[src/rtl/pu_pkg.sv]
// Shared definitions for the PU PReLU sequencer: state encoding, the slope
// packing order inside one parameter-buffer word, and word width constants.
package pu_pkg;

  // One parameter word carries the slopes of one 4-OC group.
  localparam int NUM_OC            = 4;
  localparam int DEF_RELU_PARAM_WD = 8;
  localparam int PARAM_WORD_WD     = NUM_OC * DEF_RELU_PARAM_WD;

  // Sequencer state encoding.
  localparam logic [2:0] ST_IDLE  = 3'd0;
  localparam logic [2:0] ST_FETCH = 3'd1;
  localparam logic [2:0] ST_WAIT  = 3'd2;
  localparam logic [2:0] ST_RUN   = 3'd3;
  localparam logic [2:0] ST_DONE  = 3'd4;

  // LSB position of slope `oc` inside a parameter word; oc0 sits in the MSBs.
  function automatic int slope_lsb(input int oc, input int slope_wd);
    return (NUM_OC - 1 - oc) * slope_wd;
  endfunction

endpackage

[src/rtl/pu_relu_ctrl.sv]
// Sequencer for the 4-OC PReLU multiply stage. Walks OC groups and rows of a
// layer, fetches each group's slopes from the parameter buffer and only lets
// rows through to the pipe while the slopes for that group are stable.
module pu_relu_ctrl
  import pu_pkg::*;
#(
  parameter int RELU_PARAM_WD = PARAM_WORD_WD / NUM_OC,
  parameter int OC_GRP_WD     = 6,
  parameter int OH_WD         = 10,
  parameter int PARAM_AW      = 8
) (
  input  logic                              clk,
  input  logic                              rst,
  input  logic                              start_i,
  input  logic                              cfg_prelu_en_i,
  input  logic [OC_GRP_WD-1:0]              cfg_grp_num_m1_i,
  input  logic [OH_WD-1:0]                  cfg_oh_num_m1_i,
  input  logic [PARAM_AW-1:0]               cfg_param_base_i,
  output logic                              busy_o,
  output logic                              done_o,
  output logic                              prm_rd_en_o,
  output logic [PARAM_AW-1:0]               prm_rd_addr_o,
  input  logic [NUM_OC*RELU_PARAM_WD-1:0]   prm_rd_data_i,
  input  logic                              conv_vld_i,
  output logic                              conv_rdy_o,
  output logic                              pipe_vld_o,
  input  logic                              pipe_rdy_i,
  output logic [RELU_PARAM_WD-1:0]          relu_para_oc0_o,
  output logic [RELU_PARAM_WD-1:0]          relu_para_oc1_o,
  output logic [RELU_PARAM_WD-1:0]          relu_para_oc2_o,
  output logic [RELU_PARAM_WD-1:0]          relu_para_oc3_o,
  output logic [OC_GRP_WD-1:0]              grp_idx_o,
  output logic [OH_WD-1:0]                  row_idx_o
);

  logic [2:0]               r_state;
  logic [2:0]               w_state_next;

  // Layer configuration, frozen at start so cfg_* may change freely later.
  logic                     r_prelu_en;
  logic [OC_GRP_WD-1:0]     r_grp_m1;
  logic [OH_WD-1:0]         r_oh_m1;
  logic [PARAM_AW-1:0]      r_base;

  logic [OC_GRP_WD-1:0]     r_grp;
  logic [OH_WD-1:0]         r_row;
  logic [RELU_PARAM_WD-1:0] r_slope [NUM_OC];
  logic [RELU_PARAM_WD-1:0] w_slope_rd [NUM_OC];

  logic                     w_accept;
  logic                     w_row_last;
  logic                     w_grp_last;

  assign w_accept   = (r_state == ST_RUN) && conv_vld_i && pipe_rdy_i;
  assign w_row_last = (r_row == r_oh_m1);
  assign w_grp_last = (r_grp == r_grp_m1);

  // Unpack the buffer word into per-OC slopes.
  for (genvar gi = 0; gi < NUM_OC; gi++) begin : g_slope
    localparam int LSB = slope_lsb(gi, RELU_PARAM_WD);
    assign w_slope_rd[gi] = prm_rd_data_i[LSB +: RELU_PARAM_WD];
  end

  assign relu_para_oc0_o = r_slope[0];
  assign relu_para_oc1_o = r_slope[1];
  assign relu_para_oc2_o = r_slope[2];
  assign relu_para_oc3_o = r_slope[3];
  assign grp_idx_o       = r_grp;
  assign row_idx_o       = r_row;

  // State register.
  always_ff @(posedge clk) begin
    if (rst) begin
      r_state <= ST_IDLE;
    end else begin
      r_state <= w_state_next;
    end
  end

  // Next-state decode; without PReLU a group change goes straight back to RUN.
  always_comb begin
    w_state_next = r_state;
    case (r_state)
      ST_IDLE: begin
        if (start_i) begin
          w_state_next = cfg_prelu_en_i ? ST_FETCH : ST_RUN;
        end
      end
      ST_FETCH: w_state_next = ST_WAIT;
      ST_WAIT:  w_state_next = ST_RUN;
      ST_RUN: begin
        if (w_accept && w_row_last) begin
          if (w_grp_last) begin
            w_state_next = ST_DONE;
          end else begin
            w_state_next = r_prelu_en ? ST_FETCH : ST_RUN;
          end
        end
      end
      ST_DONE:  w_state_next = ST_IDLE;
      default:  w_state_next = ST_IDLE;
    endcase
  end

  // Outputs: handshake passes through only in RUN so slopes never change under a beat.
  always_comb begin
    busy_o        = 1'b0;
    done_o        = 1'b0;
    prm_rd_en_o   = 1'b0;
    prm_rd_addr_o = '0;
    pipe_vld_o    = 1'b0;
    conv_rdy_o    = 1'b0;
    case (r_state)
      ST_FETCH: begin
        busy_o        = 1'b1;
        prm_rd_en_o   = 1'b1;
        prm_rd_addr_o = r_base + PARAM_AW'(r_grp);
      end
      ST_WAIT: begin
        busy_o = 1'b1;
      end
      ST_RUN: begin
        busy_o     = 1'b1;
        pipe_vld_o = conv_vld_i;
        conv_rdy_o = pipe_rdy_i;
      end
      ST_DONE: begin
        done_o = 1'b1;
      end
      default: begin
      end
    endcase
  end

  // Config latch, group/row counters and slope registers.
  always_ff @(posedge clk) begin
    if (rst) begin
      r_prelu_en <= 1'b0;
      r_grp_m1   <= '0;
      r_oh_m1    <= '0;
      r_base     <= '0;
      r_grp      <= '0;
      r_row      <= '0;
      for (int k = 0; k < NUM_OC; k++) begin
        r_slope[k] <= '0;
      end
    end else begin
      case (r_state)
        ST_IDLE: begin
          if (start_i) begin
            r_prelu_en <= cfg_prelu_en_i;
            r_grp_m1   <= cfg_grp_num_m1_i;
            r_oh_m1    <= cfg_oh_num_m1_i;
            r_base     <= cfg_param_base_i;
            r_grp      <= '0;
            r_row      <= '0;
            // Plain ReLU: slopes are zero for the whole layer.
            if (!cfg_prelu_en_i) begin
              for (int k = 0; k < NUM_OC; k++) begin
                r_slope[k] <= '0;
              end
            end
          end
        end
        ST_WAIT: begin
          for (int k = 0; k < NUM_OC; k++) begin
            r_slope[k] <= w_slope_rd[k];
          end
        end
        ST_RUN: begin
          // Terminal compare comes first so the counters never wrap.
          if (w_accept) begin
            if (w_row_last) begin
              if (!w_grp_last) begin
                r_row <= '0;
                r_grp <= r_grp + OC_GRP_WD'(1);
              end
            end else begin
              r_row <= r_row + OH_WD'(1);
            end
          end
        end
        default: begin
        end
      endcase
    end
  end

endmodule

[config.mk]
export PLATFORM = sky130hd
export DESIGN_NAME = pu_relu_ctrl
export DESIGN_NICKNAME = d
export VERILOG_FILES = /design/src/rtl/pu_pkg.sv /design/src/rtl/pu_relu_ctrl.sv
export SDC_FILE = /design/constraint.sdc
export NUM_CORES = 1
export LEC_CHECK = 0
export BUFFER_PORTS_ARGS = -buffer_cell sky130_fd_sc_hd__clkbuf_2
export CORE_MARGIN = 1.5
export CORE_UTILIZATION = 54
export DETAILED_ROUTE_END_ITERATION = 6
export GPL_ROUTABILITY_DRIVEN = 0
export PLACE_DENSITY = 0.81
export SYNTH_ARGS = -nofsm -noshare
export SYNTH_HDL_FRONTEND = slang
export SYNTH_SLANG_ARGS = --single-unit
[constraint.sdc]
create_clock -name clk -period 4.65 [get_ports clk]
set_input_delay 1.1625 -clock clk [delete_from_list [all_inputs] [get_ports clk]]
set_output_delay 1.1625 -clock clk [all_outputs]
set_load 0.01 [all_outputs]
==> flow_summary.json, run 1 <==
{
  "drv_slew": 0,
  "seqPwrFrac_pct": 44.8,
  "timing.rr.start": "r_state[2]",
  "cp.depth": 9,
  "fillers": 531,
  "postCtsSetupRepairBufs": 0,
  "hold_end": "r_base[2]",
  "async_flop_share_pct": 0,
  "worst_pin_slew_ps": 1170,
  "cts_buffers": 9,
  "grt_usage_pct": 23.8,
  "design_area_um2": 4410,
  "place_area_um2": 4250,
  "path_class": "reg -> out",
  "nNetsFinal": 567,
  "timing.max_cap.violations": 0,
  "setup_violations": 0,
  "antenna_found_initial": 0,
  "finalCriticalPeriod_ps": 3560,
  "fp.dieH_um": 85.2,
  "fin_skew_ps": 9.99,
  "clock_path_buffers": 2,
  "netlist_instances": 384,
  "yosys_register_bits": 76,
  "crit_path_start_kind": "flop",
  "ir_drop_v": 0.000234,
  "min_from": "r_base[2]",
  "worstPathRequired_ps": 3490,
  "seq_area_frac_synth_pct": 48.3,
  "clock_latency_ps": 350,
  "cpMostUsedCell": "a21oi_1",
  "pwr-share-clk_pct": 21.0,
  "whs_ps": 467,
  "violations": "design-rule violations",
  "drive_gt1_share_pct": 31.7,
  "cts_sinks": 76,
  "ys.flop_type": "dfxtp_1",
  "vias_per_cell": 5.47,
  "die_w_um": 85.2,
  "path_clk_slew_ps": 80,
  "worst-path-buf-inv": 1,
  "max_stage_delay_ps": 400,
  "slowest_stage": "fa_1",
  "timing.fmax_mhz": 281,
  "crit_chain": "ha_1 > fa_1 > a21o_1 > a21oi_1 > o21bai_1 > a21oi_1 > xor2_1 > nor2_1 > clkbuf_2",
  "cts_hold_buffers": 0,
  "grt_overflow": 0,
  "dpl.hpwl_mm": 6.09,
  "drt_wl_total_mm": 8.29,
  "grt_max_degree": 46,
  "io_pins": 123,
  "final_core_util_pct": 68.6,
  "hold_viol": 0,
  "p_int_w": 0.00127,
  "drtAntennaViolNets": 0,
  "finalCritPeriodShare_pct": 76.6,
  "synth-edff-count": 24,
  "synth.distinct_cells": 54,
  "synth-warning-count": 0,
  "cts_tree": "built",
  "critPathCaptureType": "output port",
  "ctsHtreeMaxLevel": 3,
  "avgSynthCellArea_um2": 9.49,
  "portBuffers": 122,
  "grt_pass1_vias": 2983,
  "drc": 15,
  "cts.repair.resized": 0,
  "start_util_pct": 56.8,
  "grt_pass1_wl_mm": 13.8,
  "reg2reg_depth": 3,
  "critPathTopFamily": "compound AO/OA/AOI/OAI gates",
  "avgRoutedWirePerCell_um": 14.3,
  "reg2reg_slack_ps": 1540,
  "syn_nets": 455,
  "hp-class": "reg -> reg",
  "diodes": 0,
  "first_pass_iters": 6,
  "syn_to_final_growth_pct": 20.8,
  "first_iter_violations": 142,
  "syn-cell-area_um2": 3650,
  "status": "complete, but fails checks",
  "rsz0062_at_grt": "false",
  "switching_share_pct": 37.3,
  "whs_path_depth": 2,
  "timing.slew.headroom_pct": 21.7,
  "cp_max_fo": 7,
  "fin_tns_setup_ps": 0,
  "p_per_area_nw_per_um2": 460,
  "fp-row-count": 29,
  "cp.arrival_ps": 2400,
  "via_count": 3160,
  "dieArea_um2": 7250,
  "r2r_end": "r_slope[3][1]",
  "root_buffer": "clkbuf_8",
  "netSwitchingPower_w": 0.000756,
  "leakage_nw": 1.95,
  "combPwrFrac_pct": 34.2,
  "coreArea_um2": 6420
}
==> cell families after synthesis <==
logic type	count (synthesis)	share of synthesized area, %
and+or+nand+nor	160	22.3
AOI/OAI and AO/OA	89	16.7
DFF	76	48.3
buffers and inverters	27	3.77
xor gates and xnor gates	22	5.28
adders and majority gates	9	3.29
muxes	1	0.275
==> layout make-up <==
type | instances | area [um^2] | area share [%]
Inverter | 4 | 15.0 | 0.341
Sequential cell | 76 | 1760 | 40.0
Clock buffer | 10 | 128 | 2.90
Tap cell | 77 | 96.3 | 2.19
Multi-Input combinational cell | 281 | 1750 | 39.6
Clock inverter | 6 | 32.5 | 0.738
Timing Repair Buffer | 124 | 626 | 14.2
==> worst max path at each step <==
stage                 start               end
2_1_floorplan  grp_idx_o[0]  prm_rd_addr_o[6]
3_3_place_gp        start_i     r_slope[0][0]
3_5_place_dp        start_i     r_slope[3][5]
4_1_cts        grp_idx_o[0]  prm_rd_addr_o[6]
5_1_grt        grp_idx_o[0]  prm_rd_addr_o[6]
6_report       grp_idx_o[0]  prm_rd_addr_o[6]
==> flip-flops by register name (all words and copies together) (netlist names) <==
| register | count |
|---|---|
| r_slope | 32 |
| r_oh_m1 | 10 |
| row_idx_o | 10 |
| r_base | 8 |
| grp_idx_o | 6 |
| r_grp_m1 | 6 |
| r_state | 3 |
| r_prelu_en | 1 |
==> through the flow <==
stage	cells	setup slack, ps	power, W
after detailed placement	562	1290	0.00162
final	578	1090	0.00203
after CTS	578	1070	0.00204
after global placement	562	1460	0.00160
after global routing	578	928	0.00216
after floorplan	384	1620	0.00143
==> synthesized netlist by cell type (5+ instances only) <==
cell type	instances	area share (%)
nand2_1	63	6.5
and2_1	30	5.1
ha_1	8	2.7
o21ai_0	11	1.5
edfxtp_1	24	20
buf_2	5	0.69
a21oi_1	31	4.3
a31oi_1	6	1.0
nor2_1	26	2.7
a21oi_2	5	1.2
clkbuf_1	13	1.3
xnor2_1	19	4.6
a311oi_1	5	1.2
nor3_1	6	0.82
dfxtp_1	52	29
a22oi_1	8	1.6
and3_1	7	1.2
==> placed cells by master (no fill, tap or decap), types with 2 or more instances in the layout <==
cell type / instances
nor2b_1: 2
a21oi_2: 5
nor2_1: 26
nor3_4: 2
o21ai_0: 11
nand4_1: 4
clkbuf_2: 122
xor2_1: 3
a21oi_1: 31
nand2b_1: 4
and3_1: 7
o21bai_1: 2
or2_2: 3
clkbuf_8: 9
ha_1: 8
a31oi_1: 6
buf_4: 2
a311oi_1: 5
clkinv_2: 5
edfxtp_1: 24
a41o_1: 2
a21o_1: 2
and2_1: 30
or3_1: 3
xnor2_1: 19
nand2_1: 63
o22ai_1: 4
inv_1: 4
a22oi_1: 8
nor3_1: 6
nand3_1: 3
dfxtp_1: 52
==> worst register-to-register path, cell delays in order (launching register included) <==
cell and delay (ps):
dfxtp_1 480, nor3_2 490, nand2_1 650, o21ai_0 1110
==> routing by layer <==
layer / vias to the layer above / share of wire [%] / track usage [%]
li1: 1573 / - / -
met1: 1454 / 42 / 31.5
met2: 123 / 48 / 38.2
met3: 10 / 9.0 / 5.16
met4: 0 / 1.2 / 9.54
met5: - / 0 / 0
==> power groups by stage <==
stage / Sequential, W / Clock (W) / Combinational [W]
finish: 0.000907 / 0.000425 / 0.000694
global route: 0.000922 / 0.000461 / 0.000774
CTS: 0.000909 / 0.000432 / 0.000700
detailed placement: 0.000923 / 0 / 0.000695
global placement: 0.000917 / 0 / 0.000681
floorplan: 0.000928 / 0 / 0.000499
No activity file was read; power rests on OpenSTA's default activity.
==> inputs of run 2 (changes only) <==
Settings changed: CORE_UTILIZATION 54 to 50, PLACE_DENSITY 0.81 to 0.75.
Clock period 4.65 ns to 3.45 ns, I/O delays scaled along.
==> run 2 against run 1 <==
Against the previous run:
- the flow now finishes without violations
- non-clock buffer count is 5 higher
- critical path depth unchanged
- sequential share of layout area is 0.63 points lower
- flip-flop and latch count stayed put
- design area rose by 1.6%
- global-route usage decreased by 2.2 points
- power rose by 37%
- largest power group unchanged
==> flow_summary.json, run 2 (synthesis results as in run 1) <==
{
  "coreArea_um2": 6910,
  "fillers": 620,
  "ir_drop_v": 0.000343,
  "finalCriticalPeriod_ps": 3240,
  "cts_tree": "built",
  "first_pass_iters": 4,
  "fp.dieH_um": 88.4,
  "max_stage_delay_ps": 400,
  "worst_pin_slew_ps": 935,
  "timing.fmax_mhz": 309,
  "cp_max_fo": 7,
  "cts.repair.resized": 0,
  "drtAntennaViolNets": 0,
  "root_buffer": "clkbuf_8",
  "timing.max_cap.violations": 0,
  "grt_overflow": 0,
  "whs_ps": 467,
  "fin_tns_setup_ps": 0,
  "critPathCaptureType": "output port",
  "cpMostUsedCell": "a21oi_1",
  "path_class": "reg -> out",
  "diodes": 0,
  "largest_register_ffs": 32,
  "nNetsFinal": 572,
  "clock_path_buffers": 2,
  "avgRoutedWirePerCell_um": 13.8,
  "postCtsSetupRepairBufs": 0,
  "mostFrequentLayoutCell": "clkbuf_2",
  "first_iter_violations": 165,
  "antenna_found_initial": 0,
  "crit_path_start_kind": "flop",
  "die_w_um": 88.4,
  "grt_max_degree": 36,
  "fin_skew_ps": 7.20,
  "start_util_pct": 52.8,
  "fp-row-count": 30,
  "fin_ws_ps": 213,
  "dpl.hpwl_mm": 6.12,
  "cts_hold_buffers": 0,
  "place_ws_ps": 574,
  "stdcell_count": 602,
  "slowest_stage": "fa_1",
  "power.total_w": 0.00278,
  "clock_latency_ps": 340,
  "vias_per_cell": 5.26,
  "dp_cells": 586,
  "cts_sinks": 76,
  "path_clk_slew_ps": 80,
  "rsz0062_at_grt": "false",
  "syn_to_final_growth_pct": 22.8,
  "io_pins": 123,
  "dieArea_um2": 7810,
  "crit_chain": "ha_1 > fa_1 > a21o_1 > a21oi_1 > o21bai_1 > a21oi_1 > xor2_1 > nor2_1 > clkbuf_2",
  "regMostFlops": "r_slope",
  "drc": 0,
  "drt-met1-wl_mm": 3.69,
  "worstPathRequired_ps": 2590,
  "top_layer": "met4",
  "ctsHtreeMaxLevel": 3,
  "timing.slew.headroom_pct": 37.7,
  "setup_violations": 0,
  "mostFrequentLayoutCells": "clkbuf_2 (122), nand2_1 (63), dfxtp_1 (52), a21oi_1 (31), and2_1 (30)",
  "via_count": 3165,
  "wl_met3_um": 557,
  "cts_buffers": 9,
  "p_per_area_nw_per_um2": 622,
  "critPathTopFamily": "compound AO/OA/AOI/OAI gates",
  "wl_met2_mm": 3.97,
  "finalCritPeriodShare_pct": 93.8,
  "grt_pass1_wl_mm": 13.2,
  "status": "finished, final reports clean",
  "hold_viol": 0,
  "grt_pass1_vias": 2831,
  "portBuffers": 122,
  "grt_usage_pct": 21.6,
  "hp-class": "reg -> reg",
  "drt_wl_total_mm": 8.30,
  "drv_slew": 0,
  "worst-path-buf-inv": 1,
  "reg2reg_slack_ps": 1180,
  "drive_gt1_share_pct": 32.2,
  "cp.arrival_ps": 2370,
  "leakage_nw": 1.98
}
==> run 2: changes by cell type in the layout (fill, tap and decap cells not counted), sizes merged <==
| cell | before | now |
|---|---|---|
| clkinvlp | 1 | 0 |
| clkbuf | 132 | 133 |
| buf | 2 | 7 |
==> run 2: worst paths after layout <==
path	end	from	depth (start not counted)
max reg2reg	r_slope[2][6]	r_state[2]	5
min	r_base[4]	r_base[4]	2
min reg2reg	r_base[4]	r_base[4]	2
max	prm_rd_addr_o[6]	grp_idx_o[0]	9
==> run 2: cell type report <==
cell class / count / area [um^2] / share of cell area [%]
clock buffers: 11 / 141 / 3.16
clock inverters: 5 / 27.5 / 0.615
inverters: 4 / 15.0 / 0.335
multi-input cells: 281 / 1750 / 39.0
flip-flops and latches: 76 / 1760 / 39.4
well taps: 96 / 120 / 2.68
repair buffers: 129 / 663 / 14.8
==> run 2: through the flow <==
stage,utilization [%],instance area (um^2)
finish,64.8,4480
global route,64.8,4480
CTS,64.8,4480
detailed placement,62.4,4310
global placement,62.4,4310
floorplan,-,3650
==> run 2: routing by layer <==
metal	vias up	global-route usage, %
li1	1580	-
met1	1460	27.3
met2	117	36.7
met3	8	4.66
met4	0	7.67
met5	-	0
==> run 2: tightest hold or removal path: cells and delay by family, from the launching register on <==
kind	cells	cell delay (ps)
DFF	1	320
and+or+nand+nor	1	50
AOI/OAI and AO/OA	1	50
==> run 2: power by group <==
group	switching [W]	internal, W
Clock	0.000316	0.000276
Sequential	0.000107	0.00111
Combinational	0.000601	0.000371
==> inputs of run 3 (changes only) <==
Settings changed: CORE_UTILIZATION 50 to 45, PLACE_DENSITY 0.75 to 0.69, REMOVE_ABC_BUFFERS from default to 1.
==> run 3 against run 2 <==
Against the previous run:
- largest power group unchanged
- highest routed layer unchanged
- worst hold slack worse by 4.6 ps
- clock skew is 1.4 ps lower
- utilization is 7.1 points lower
==> flow_summary.json, run 3 (synthesis results as in run 1) <==
{
  "vias_per_cell": 5.14,
  "worst_pin_slew_ps": 1140,
  "clock_latency_ps": 330,
  "busiest_layer": "met2",
  "timing.slew.headroom_pct": 23.5,
  "dieArea_um2": 8650,
  "drv_slew": 0,
  "fillers": 713,
  "path_clk_slew_ps": 70,
  "grt_overflow": 0,
  "io_pins": 123,
  "fp-row-count": 32,
  "place_ws_ps": 562,
  "timing.max_cap.violations": 0,
  "crit_path_start_kind": "flop",
  "postCtsSetupRepairBufs": 0,
  "cts.repair.resized": 0,
  "mostFrequentLayoutCells": "clkbuf_2 (122), nand2_1 (63), dfxtp_1 (52), a21oi_1 (31), and2_1 (30)",
  "p_per_area_nw_per_um2": 620,
  "avgRoutedWirePerCell_um": 13.8,
  "reg2reg_slack_ps": 1050,
  "final_core_util_pct": 57.7,
  "grt_max_degree": 36,
  "mostFrequentLayoutCell": "clkbuf_2",
  "hp-class": "reg -> reg",
  "fin_tns_setup_ps": 0,
  "cts_tree": "built",
  "grtUsageMet1_pct": 26.2,
  "root_buffer": "clkbuf_8",
  "cts_buffers": 9,
  "dp_cells": 592,
  "worstPathRequired_ps": 2590,
  "met3_usage_pct": 4.07,
  "leakage_nw": 1.97,
  "ctsHtreeMaxLevel": 3,
  "drtAntennaViolNets": 0,
  "drive_gt1_share_pct": 32.2,
  "cp.arrival_ps": 2380,
  "path_class": "reg -> out",
  "start_util_pct": 46.9,
  "grt_pass1_vias": 2766,
  "drt_wl_total_mm": 8.38,
  "die_w_um": 93.0,
  "power.total_w": 0.00278,
  "syn_to_final_growth_pct": 22.9,
  "fp.dieH_um": 93.0,
  "ir_drop_v": 0.000361,
  "largest_register_ffs": 32,
  "coreArea_um2": 7770,
  "dpl.hpwl_mm": 6.19,
  "fin_skew_ps": 5.80,
  "finalCritPeriodShare_pct": 94.0,
  "cts_hold_buffers": 0,
  "stdcell_count": 608,
  "finalCriticalPeriod_ps": 3240,
  "first_iter_violations": 95,
  "timing.fmax_mhz": 308,
  "first_pass_iters": 4,
  "cp_max_fo": 7,
  "grt_use_met2_pct": 29.6,
  "fin_ws_ps": 208,
  "grt_usage_pct": 19.0,
  "portBuffers": 122,
  "critPathCaptureType": "output port",
  "rsz0062_at_grt": "false",
  "setup_violations": 0,
  "status": "finished, final reports clean",
  "clock_path_buffers": 2,
  "via_count": 3127,
  "antenna_found_initial": 0,
  "hold_viol": 0,
  "regMostFlops": "r_slope",
  "cts_sinks": 76,
  "nNetsFinal": 572,
  "grt_pass1_wl_mm": 13.1,
  "drc": 0,
  "diodes": 0
}
## run 3: layout make-up
type	count	area (um^2)	area share, %
clock buffers	10	138	3.07
clock inverters	6	30.0	0.670
inverters	4	15.0	0.335
multi-input cells	281	1750	39.0
flip-flops and latches	76	1760	39.3
well taps	102	128	2.85
repair buffers	129	663	14.8
## run 3: routing by layer
layer  wire [um]  part of all wire, %
met1        3970                   47
met5           0                    0
met4          70                 0.83
met2        3780                   45
met3         567                  6.8
## run 3: critical path, stage by stage (launching register included)
cell	delay [ps]
dfxtp_1	380
ha_1	260
fa_1	410
a21o_1	190
a21oi_1	210
o21bai_1	90
a21oi_1	180
xor2_1	160
nor2_1	50
clkbuf_2	120
## run 3: worst paths after layout
path | start | end | cells after the start
setup reg to reg | r_state[2] | r_slope[0][2] | 3
hold / removal | r_base[4] | r_base[4] | 2
setup / recovery | grp_idx_o[0] | prm_rd_addr_o[6] | 9
hold reg to reg | r_base[4] | r_base[4] | 2
## run 3: through the flow
| stage | hold slack, ps | area, um^2 |
|---|---|---|
| floorplan | 431 | 3520 |
| global placement | 450 | 4310 |
| detailed placement | 453 | 4310 |
| CTS | 464 | 4480 |
| global route | 480 | 4480 |
| finish | 462 | 4480 |
## run 3: power breakdown
part	internal (W)	total [W]	switching [W]
clock	0.000272	0.000585	0.000313
combinational	0.000370	0.000972	0.000602
sequential	0.00111	0.00122	0.000110
total	0.00175	0.00278	0.00102
